==> src/rtl/result_fifo_pkg.sv <==
// Shared constants and the stored entry layout for the result FIFO.
package result_fifo_pkg;
  localparam int DATA_W = 4;
  localparam int DEPTH  = 4;
  localparam int CNT_W  = 3;
  localparam int PTR_W  = $clog2(DEPTH);

  typedef struct packed {
    logic              op;
    logic [DATA_W-1:0] result;
  } entry_t;
endpackage

==> src/rtl/result_fifo_ptr.sv <==
// Modulo-DEPTH pointer register with synchronous reset and advance enable.
module result_fifo_ptr
  import result_fifo_pkg::*;
(
  input  logic             clk,
  input  logic             rst,
  input  logic             i_adv,
  output logic [PTR_W-1:0] o_ptr
);
  logic [PTR_W-1:0] r_ptr;

  always_ff @(posedge clk) begin
    if (rst)
      r_ptr <= '0;
    else if (i_adv)
      r_ptr <= (r_ptr == PTR_W'(DEPTH-1)) ? '0 : r_ptr + 1'b1;
  end

  assign o_ptr = r_ptr;
endmodule

==> src/rtl/result_fifo_4bit.sv <==
// Drop-on-full FIFO buffering {op, result} from the mux stage with a valid/ready output.
// Optional RESULT_FIFO_STATS_EN adds drop_cnt and max_count outputs.
module result_fifo_4bit
  import result_fifo_pkg::*;
(
  input  logic              clk,
  input  logic              rst,
  input  logic              in_valid,
  input  logic [DATA_W-1:0] in_result,
  input  logic              in_op,
  output logic              out_valid,
  input  logic              out_ready,
  output logic [DATA_W-1:0] out_result,
  output logic              out_op,
  output logic              full,
  output logic              empty,
  output logic [CNT_W-1:0]  count,
  output logic              in_drop
`ifdef RESULT_FIFO_STATS_EN
  ,
  output logic [7:0]        drop_cnt,
  output logic [CNT_W-1:0]  max_count
`endif
);
  entry_t           r_mem [DEPTH];
  logic [CNT_W-1:0] r_count;
  logic             r_drop;
  logic [PTR_W-1:0] w_rd_ptr, w_wr_ptr;
  logic             w_pop, w_push, w_drop;
  logic [CNT_W-1:0] w_count_nxt;
  entry_t           w_head;

  // A full FIFO may still accept when the head leaves in the same cycle.
  assign w_pop  = out_valid & out_ready;
  assign w_push = in_valid & (~full | w_pop);
  assign w_drop = in_valid & ~w_push;

  result_fifo_ptr u_rd_ptr (.clk(clk), .rst(rst), .i_adv(w_pop),  .o_ptr(w_rd_ptr));
  result_fifo_ptr u_wr_ptr (.clk(clk), .rst(rst), .i_adv(w_push), .o_ptr(w_wr_ptr));

  always_comb begin
    w_count_nxt = r_count;
    case ({w_push, w_pop})
      2'b10:   w_count_nxt = r_count + 1'b1;
      2'b01:   w_count_nxt = r_count - 1'b1;
      default: w_count_nxt = r_count;
    endcase
  end

  always_ff @(posedge clk) begin
    if (rst) begin
      for (int i = 0; i < DEPTH; i++) r_mem[i] <= '0;
      r_count <= '0;
      r_drop  <= 1'b0;
    end else begin
      if (w_push) r_mem[w_wr_ptr] <= '{op: in_op, result: in_result};
      r_count <= w_count_nxt;
      r_drop  <= w_drop;
    end
  end

  assign w_head     = r_mem[w_rd_ptr];
  assign out_result = w_head.result;
  assign out_op     = w_head.op;
  assign count      = r_count;
  assign full       = (r_count == CNT_W'(DEPTH));
  assign empty      = (r_count == '0);
  assign out_valid  = ~empty;
  assign in_drop    = r_drop;

`ifdef RESULT_FIFO_STATS_EN
  logic [7:0]       r_drop_cnt;
  logic [CNT_W-1:0] r_max;

  // High-water mark tracks the next count so it lines up with count itself.
  always_ff @(posedge clk) begin
    if (rst) begin
      r_drop_cnt <= '0;
      r_max      <= '0;
    end else begin
      if (w_drop && r_drop_cnt != 8'hFF) r_drop_cnt <= r_drop_cnt + 1'b1;
      if (w_count_nxt > r_max) r_max <= w_count_nxt;
    end
  end

  assign drop_cnt  = r_drop_cnt;
  assign max_count = r_max;
`endif
endmodule

==> config.mk <==
export PLATFORM = sky130hd
export DESIGN_NAME = result_fifo_4bit
export DESIGN_NICKNAME = d
export VERILOG_FILES = /design/src/rtl/result_fifo_pkg.sv /design/src/rtl/result_fifo_ptr.sv /design/src/rtl/result_fifo_4bit.sv
export SDC_FILE = /design/constraint.sdc
export NUM_CORES = 1
export LEC_CHECK = 0
export ABC_CLOCK_PERIOD_IN_PS = 3050
export BUFFER_PORTS_ARGS = -buffer_cell sky130_fd_sc_hd__clkbuf_2
export CAP_MARGIN = 20
export CORE_ASPECT_RATIO = 0.5
export CORE_MARGIN = 1.5
export CORE_UTILIZATION = 43
export CTS_BUF_LIST = sky130_fd_sc_hd__clkbuf_16
export CTS_CLUSTER_DIAMETER = 150
export DETAILED_ROUTE_END_ITERATION = 8
export PLACE_DENSITY_LB_ADDON = 0.15
export SLEW_MARGIN = 5
export SYNTH_ARGS = -nofsm -noshare
export SYNTH_HDL_FRONTEND = slang
export SYNTH_HIERARCHICAL = 1
export SYNTH_SLANG_ARGS = --single-unit
==> constraint.sdc <==
create_clock -name clk -period 3.05 [get_ports clk]
set_input_delay 0.61 -clock clk [delete_from_list [all_inputs] [get_ports clk]]
set_output_delay 0.61 -clock clk [all_outputs]
set_load 0.005 [all_outputs]
==> results.toml, run 1 <==
[status]
status = "complete, no violations"

[floorplanning]
die_x_um = 84.1
die_area_mm2 = 0.00366
num_io_pins = 21
start_util_pct = 46.1
die_h_um = 43.5
fp.coreArea_mm2 = 0.00307
num_rows = 14

[sta]
slew_headroom_pct = 63.8
skew_ps = 3.00
setup_violations = 0
finalHoldViolations = 0
worst_slack_ps = 891
finalCriticalPeriod_ps = 2160
final_max_slew_viol_count = 0
rsz0062_at_grt = "no"
tightestPinTransition_ps = 541
period_share_pct = 70.8
tns_ps = 0
timing.fmax_ghz = 0.463

[power_and_ir_drop]
p_sw_w = 0.000233
vdd_ir_drop_max_uv = 327
leakage_nw = 0.632
switching_share_pct = 22.9
seqPwrFrac_pct = 46.7
intPower_w = 0.000788
power.share.clock_pct = 37.2
pwr-share-comb_pct = 16.1
power.density_mw_per_mm2 = 617

[synth]
ys_types = 34
synth-edff-count = 20
synthCells = 110
synth_nets = 122
async_reset_ff_share_pct = 0
synth-warning-count = 6
ys_ff_latch = 28
syn_area_per_cell_um2 = 12.9
seq_area_frac_synth_pct = 53.8
mappedNetlistArea_mm2 = 0.00141
synth_flop_cell = "edfxtp_1"

[cts]
cts.clk_slew.worst_paths_ps = 70
cts_resized = 0
cts_tree = "done"
numClockSinks = 28
cts_root_buffer = "clkbuf_16"
cts_buffers = 3
post_cts_buffers = 0
cts_buffer_depth = 2
cts-htree-levels = 1
cts_hold_buf = 0
clk-insertion-delay-late_ps = 260

[detailed_routing]
ant_nets = 0
wl_per_cell_um = 14.6
drc = 0
routed_wl_mm = 2.50
vias_per_cell = 5.12
first_pass_iters = 4
drt_iter0_drc = 57
vias = 876

[worst_setup_path]
path_max_fanout = 8
cp.arrival_ps = 1550
crit_path_end_kind = "primary output"
cp-start-kind = "flip-flop"
worstPathRequired_ps = 2440
path_cells = "mux4_2, clkbuf_2"
slowest_stage = "dfxtp_1"
critical_path_class = "flip-flop to primary output"
critPathMaxStageDelay_ps = 600

[placed_design]
port_buffers = 20
placed_cells = 167
post-dp-hpwl_mm = 1.83
place_ws_ps = 941
gp_congestion = 0.712

[flow_run]
maxCapViolCount = 0

[cells_and_area]
finish.utilization_pct = 54.0
syn_to_final_growth_pct = 17.1
antennaDiodeCount = 0
layoutNonFillerInstCount = 171
fin_nets = 144
drive_above_1_share_pct = 26.7

[grt]
track_usage_pct = 15.6
grt-ovfl-total = 0
grt_pass1_vias = 875
antenna_found_initial = 0
grt_pass1_wl_mm = 4.35
grt_max_degree = 17

[hold_path]
min_path_type = "flip-flop to flip-flop"
## logic make-up (layout without fill, tap and decap cells)
family / count (synthesis) / after routing / share of synthesized area [%]
muxes: 7 / 7 / 9.38
DFF: 28 / 28 / 53.8
xor gates and xnor gates: 2 / 2 / 1.24
and+or+nand+nor: 49 / 49 / 23.7
AOI/OAI and AO/OA: 13 / 13 / 6.37
buffers and inverters: 8 / 29 / 2.30
adders and majority gates: 3 / 3 / 3.19
## flip-flops by register name, summed over array words and instances, names as in the netlist
signal and flops:
u_wr_ptr/o_ptr 2, in_drop 1, u_rd_ptr/o_ptr 2, count 3
r_mem 20
## Yosys cell counts (2+ instances only)
cell	instances	area, um2
nand2b_1	5	31.3
nor4_2	2	25.0
mux2i_1	2	20.0
or3_1	2	12.5
buf_2	2	10.0
or3b_1	2	17.5
or2_1	2	12.5
edfxtp_1	20	601
nand3_1	2	10.0
nor2_1	5	18.8
ha_1	2	25.0
o211ai_1	2	15.0
dfxtp_1	8	160
a21oi_1	4	20.0
inv_1	5	18.8
and2_1	22	138
mux4_2	5	113
a31o_1	2	17.5
## through the flow
step / total power [W] / instance area [um2] / hold WS (ps)
5_1_grt: 0.00107 / 1660 / 631
6_report: 0.00102 / 1660 / 582
3_3_place_gp: 0.000650 / 1550 / 571
4_1_cts: 0.00103 / 1660 / 586
3_5_place_dp: 0.000653 / 1550 / 580
2_1_floorplan: 0.000588 / 1410 / 464
## layer usage
| layer | vias up | routed length (um) | share of wire (%) | track usage [%] |
|---|---|---|---|---|
| li1 | 446 | - | - | - |
| met1 | 410 | 1220 | 49 | 21.7 |
| met2 | 18 | 1150 | 46 | 25.3 |
| met3 | 2 | 115 | 4.6 | 4.38 |
| met4 | 0 | 12 | 0.48 | 2.95 |
| met5 | - | 0 | 0 | 0 |
## worst max-delay path: cells and delay by family (launching register included)
family                 cells  cell delay, ps
DFF                        1             600
buffers and inverters      1             130
muxes                      1             560
## power groups by stage
stage / sequential [W] / combinational (W) / clock (W)
finish: 0.000477 / 0.000165 / 0.000380
global route: 0.000483 / 0.000186 / 0.000404
CTS: 0.000478 / 0.000167 / 0.000384
detailed placement: 0.000487 / 0.000166 / 0
global placement: 0.000486 / 0.000164 / 0
floorplan: 0.000470 / 0.000118 / 0
## cell type report
| cell class | instances | area, um2 |
|---|---|---|
| repair buffers | 20 | 100 |
| fillers | 267 | 1410 |
| flip-flops and latches | 28 | 761 |
| multi-input cells | 74 | 621 |
| clock buffers | 3 | 75.1 |
| well taps | 40 | 50.0 |
| clock inverters | 1 | 30.0 |
| inverters | 5 | 18.8 |
## cell usage in the layout (no fill, tap or decap), types with 2 or more instances in the layout
| cell type | netlist | routed |
|---|---|---|
| a31o_1 | 2 | 2 |
| nand2b_1 | 5 | 5 |
| and2_1 | 22 | 22 |
| nand3_1 | 2 | 2 |
| mux4_2 | 5 | 5 |
| nor2_1 | 5 | 5 |
| ha_1 | 2 | 2 |
| o211ai_1 | 2 | 2 |
| edfxtp_1 | 20 | 20 |
| or3b_1 | 2 | 2 |
| clkbuf_2 | 0 | 20 |
| clkbuf_16 | 0 | 3 |
| mux2i_1 | 2 | 2 |
| dfxtp_1 | 8 | 8 |
| nor4_2 | 2 | 2 |
| or3_1 | 2 | 2 |
| a21oi_1 | 4 | 4 |
| or2_1 | 2 | 2 |
| inv_1 | 5 | 5 |
## path summary, 6_finish.rpt
path                          start           endpoint  slack, ps  cells past startpoint
setup / recovery  u_rd_ptr/o_ptr[0]      out_result[3]        890                      2
hold / removal    u_wr_ptr/o_ptr[0]  u_wr_ptr/o_ptr[0]        580                      2
setup reg to reg           count[2]           count[2]       1100                      7
hold reg to reg   u_wr_ptr/o_ptr[0]  u_wr_ptr/o_ptr[0]        580                      2
Note: power is estimated with default switching activity, not from simulation.
==> inputs of run 2 (changes only) <==
--- a/config.mk
+++ b/config.mk
@@ -5,7 +5,7 @@
 export SDC_FILE = /design/constraint.sdc
 export NUM_CORES = 1
 export LEC_CHECK = 0
-export ABC_CLOCK_PERIOD_IN_PS = 3050
+export ABC_CLOCK_PERIOD_IN_PS = 1700
 export BUFFER_PORTS_ARGS = -buffer_cell sky130_fd_sc_hd__clkbuf_2
 export CAP_MARGIN = 20
 export CORE_ASPECT_RATIO = 0.5
==> constraint.sdc (replaced) <==
create_clock -name clk -period 1.7 [get_ports clk]
set_input_delay 0.34 -clock clk [delete_from_list [all_inputs] [get_ports clk]]
set_output_delay 0.34 -clock clk [all_outputs]
set_load 0.005 [all_outputs]
==> results.toml, run 2 (synthesis results as in run 1) <==
[status]
status = "complete, but fails checks"
violations = "setup timing"

[cells_and_area]
drive_above_1_share_pct = 40.3
finish.utilization_pct = 58.2
layoutNonFillerInstCount = 184
final_common_cell = "and2_1"
antennaDiodeCount = 0
largest_register_ffs = 20
syn_to_final_growth_pct = 26.2
fin_nets = 157
final_cell_mix = "and2_1 (21), clkbuf_2 (20), edfxtp_1 (20)"
top_register = "r_mem"

[power_and_ir_drop]
vdd_ir_drop_max_uv = 525
intPower_w = 0.00148
power.share.clock_pct = 35.8
pwr-share-comb_pct = 20.9
seqPwrFrac_pct = 43.3
leakage_nw = 0.708
power.density_mw_per_mm2 = 1080
p_sw_w = 0.000448
switching_share_pct = 23.2

[worst_setup_path]
cp.arrival_ps = 1910
crit_path_end_kind = "flip-flop"
critical_path_class = "flip-flop to flip-flop"
regToRegSetupSlack_ps = -20
reg2reg_from = "count[2]"
timing.rr.end = "count[2]"
worstPathRequired_ps = 1890
path_max_fanout = 2
cp-start-kind = "flip-flop"
reg2regPathDepth = 7

[sta]
finalHoldViolations = 0
tightestPinTransition_ps = 398
setup_violations = 2
timing.fmax_ghz = 0.581
slew_headroom_pct = 73.3
hold_slack_ps = 349
tns_ps = -25.1
finalCriticalPeriod_ps = 1720
skew_ps = 2.85
period_share_pct = 101
rsz0062_at_grt = "yes"
worst_slack_ps = -21.4
final_max_slew_viol_count = 0

[placed_design]
gp_congestion = 0.810
post-dp-hpwl_mm = 1.87
place_ws_ps = -32.3
port_buffers = 20
placed_cells = 180

[floorplanning]
die_x_um = 84.1
fp.coreArea_mm2 = 0.00307
start_util_pct = 46.1
die_area_mm2 = 0.00366
num_rows = 14
num_io_pins = 21
die_h_um = 43.5

[detailed_routing]
drc = 0
drt_iter0_drc = 38
routed_wl_mm = 2.61
vias = 930
ant_nets = 0
first_pass_iters = 4
vias_per_cell = 5.05
wl_per_cell_um = 14.2

[grt]
antenna_found_initial = 0
track_usage_pct = 16.5
grt_pass1_wl_mm = 4.49
grt_pass1_vias = 928
grt_max_degree = 17
grt-ovfl-total = 0

[hold_path]
holdPathStages = 2
min_path_type = "input port to flip-flop"
min_from = "out_ready"
holdPathEnd = "in_drop"

[flow_run]
maxCapViolCount = 0

[cts]
cts_root_buffer = "clkbuf_16"
clk-insertion-delay-late_ps = 260
cts.clk_slew.worst_paths_ps = 70
cts_hold_buf = 0
numClockSinks = 28
cts_buffers = 3
post_cts_buffers = 0
cts-htree-levels = 1
cts_buffer_depth = 2
cts_tree = "done"
-- run 2: layout make-up --
| class | instances | area (um2) |
|---|---|---|
| clock buffer | 3 | 75.1 |
| clock inverter | 1 | 30.0 |
| fill | 262 | 1280 |
| inverter | 5 | 18.8 |
| multi-input combinational | 74 | 644 |
| sequential | 28 | 768 |
| tap | 40 | 50.0 |
| timing repair buffer | 33 | 198 |
-- run 2: power groups by stage --
stage | clock network, W | registers [W] | logic, W
2_1_floorplan | 0 | 0.000847 | 0.000224
3_3_place_gp | 0 | 0.000848 | 0.000381
3_5_place_dp | 0 | 0.000850 | 0.000386
4_1_cts | 0.000705 | 0.000837 | 0.000407
5_1_grt | 0.000735 | 0.000846 | 0.000451
6_report | 0.000691 | 0.000835 | 0.000403
-- run 2: how the worst max path moves through the flow --
| stage | slack [ps] | start | end | cells after the start |
|---|---|---|---|---|
| detailed placement | -30 | count[2] | count[2] | 7 |
| global route | -100 | count[2] | count[2] | 7 |
| floorplan | -50 | count[2] | count[2] | 7 |
| finish | -20 | count[2] | count[2] | 7 |
| global placement | -5 | count[2] | count[2] | 7 |
| CTS | -30 | count[2] | count[2] | 7 |
-- run 2: critical path: stages, from the launching register on --
cell and delay [ps]:
dfxtp_2 320, or3_4 380, and2_4 160, nand2b_4 60, fa_2 190, nand3b_1 80
or3_1 310, a31oi_1 150
-- run 2: what timing repair did --
action                     4_1_cts  5_1_grt
setup endpoints to repair        7        7
pin swaps                        5        1
resized for setup                6        1
-- run 2: routing by layer --
metal  share of wire, %  GRT usage, %  vias to the layer above
li1                   -             -                      469
met3                3.8          4.76                        0
met4                  0          3.93                        0
met2                 49          27.4                       22
met5                  0             0                        -
met1                 48          22.1                      439
-- run 2: metrics by stage --
| step | cell area, um2 | power, W |
|---|---|---|
| finish | 1780 | 0.00193 |
| global route | 1780 | 0.00203 |
| CTS | 1780 | 0.00195 |
| detailed placement | 1660 | 0.00124 |
| global placement | 1660 | 0.00123 |
| floorplan | 1430 | 0.00107 |
==> inputs of run 3 (changes only) <==
--- a/config.mk
+++ b/config.mk
@@ -14,7 +14,7 @@
 export CTS_BUF_LIST = sky130_fd_sc_hd__clkbuf_16
 export CTS_CLUSTER_DIAMETER = 150
 export DETAILED_ROUTE_END_ITERATION = 8
-export PLACE_DENSITY_LB_ADDON = 0.15
+export PLACE_DENSITY = 0.65
 export SLEW_MARGIN = 5
 export SYNTH_ARGS = -nofsm -noshare
 export SYNTH_HDL_FRONTEND = slang
==> results.toml, run 3 (synthesis results as in run 1) <==
[cells_and_area]
largest_register_ffs = 20
fin_nets = 159
finish.utilization_pct = 58.8
nFillCells = 255
syn_to_final_growth_pct = 27.4
antennaDiodeCount = 0
final_cell_mix = "and2_1 (21), clkbuf_2 (20), edfxtp_1 (20)"
final_common_cell = "and2_1"
drive_above_1_share_pct = 41.8
layoutNonFillerInstCount = 186
top_register = "r_mem"

[worst_setup_path]
path_cells = "or3_4, and2_4, nand2b_4, fa_1, inv_2, o2111ai_2, a21oi_1"
cp-start-kind = "flip-flop"
crit_path_end_kind = "flip-flop"
critPathMaxStageDelay_ps = 410
slowest_stage = "fa_1"
critical_path_class = "flip-flop to flip-flop"
reg2reg_from = "count[2]"
reg2regPathDepth = 7
timing.rr.end = "count[1]"
path_max_fanout = 2
critPathTopFamily = "simple AND/OR/NAND/NOR gates"
cp.arrival_ps = 1920
crit_buf_inv = 1
worstPathRequired_ps = 1890
regToRegSetupSlack_ps = -30

[flow_run]
maxCapViolCount = 0

[placed_design]
post-dp-hpwl_mm = 1.90
placed_cells = 181
gp_congestion = 0.764
port_buffers = 20

[grt]
grt_max_degree = 17
grt_pass1_wl_mm = 4.24
track_usage_pct = 16.0
grt_pass1_vias = 867
grt-ovfl-total = 0
antenna_found_initial = 0

[cts]
cts_buffers = 3
cts_hold_buf = 0
cts-htree-levels = 1
numClockSinks = 28
clk-insertion-delay-late_ps = 260
cts_tree = "done"
cts.clk_slew.worst_paths_ps = 70
cts_root_buffer = "clkbuf_16"
cts_buffer_depth = 2

[sta]
tightestPinTransition_ps = 353
timing.fmax_ghz = 0.578
setup_violations = 2
final_max_slew_viol_count = 0
finalCriticalPeriod_ps = 1730
slew_headroom_pct = 76.4
finalHoldViolations = 0
skew_ps = 1.02
period_share_pct = 102
rsz0062_at_grt = "yes"
worst_slack_ps = -30.9

[detailed_routing]
wl_per_cell_um = 13.9
vias = 940
first_pass_iters = 4
routed_wl_mm = 2.58
ant_nets = 0
vias_per_cell = 5.05
drt_iter0_drc = 43
drc = 0

[power_and_ir_drop]
power.density_mw_per_mm2 = 1080
vdd_ir_drop_max_uv = 530
leakage_nw = 0.719
p_total_w = 0.00194

[hold_path]
holdPathStages = 2
min_from = "in_op"
min_path_type = "input port to flip-flop"
holdPathEnd = "r_mem[3][4]"

[floorplanning]
die_h_um = 43.5
num_rows = 14
num_io_pins = 21
start_util_pct = 46.1
die_area_mm2 = 0.00366
fp.coreArea_mm2 = 0.00307
die_x_um = 84.1

[status]
status = "complete, but fails checks"
violations = "setup timing"
run 3: cell count changes in the layout (fill, tap and decap cells not counted):
cell | before | now
buf_4 | 13 | 15
fa_1 | 0 | 1
o21ai_0 | 0 | 1
or2_1 | 2 | 0
fa_2 | 1 | 0
o21ai_1 | 1 | 0
or2_4 | 0 | 2
run 3: layout make-up:
| class | instances | area (um2) | share of cell area, % |
|---|---|---|---|
| repair buffers | 35 | 213 | 11.8 |
| clock buffers | 3 | 75.1 | 4.17 |
| well taps | 40 | 50.0 | 2.78 |
| flip-flops and latches | 28 | 768 | 42.6 |
| inverters | 5 | 18.8 | 1.04 |
| clock inverters | 1 | 30.0 | 1.67 |
| multi-input cells | 74 | 647 | 35.9 |
run 3: worst max path at each step:
stage                         from  endpoint  depth (start not counted)
after global routing      count[2]  count[1]                          7
after detailed placement  count[2]  count[1]                          7
after floorplan           count[2]  count[2]                          7
after CTS                 count[2]  count[1]                          7
final                     count[2]  count[1]                          7
after global placement    count[2]  count[2]                          7
run 3: metal layers:
layer | track usage (%) | vias to the layer above | part of all wire [%]
met3 | 5.14 | 2 | 3.8
met4 | 3.93 | 0 | 0.74
li1 | - | 472 | -
met2 | 26.7 | 16 | 48
met5 | 0 | - | 0
met1 | 20.7 | 450 | 48
run 3: report_power, final:
part	internal, W	total [W]	switching (W)
clock	0.000469	0.000696	0.000227
sequential	0.000792	0.000833	0.0000410
combinational	0.000228	0.000413	0.000186
total	0.00149	0.00194	0.000454
run 3: metrics by stage:
step | setup TNS (ps) | instance area, um2 | setup slack [ps] | hold slack, ps
final | -43.1 | 1800 | -30.9 | 389
after global routing | -185 | 1800 | -87.5 | 389
after CTS | -62.6 | 1790 | -35.6 | 389
after detailed placement | -41.0 | 1670 | -24.0 | 581
after global placement | -6.45 | 1670 | -6.45 | 565
after floorplan | -73.3 | 1430 | -45.4 | 402
run 3: what timing repair did:
action                     in CTS  in global routing
setup buffers                   0                  1
setup endpoints to repair       7                 17
gates resized for setup         5                  2
pin swaps                       3                  3
gates cloned                    0                  0
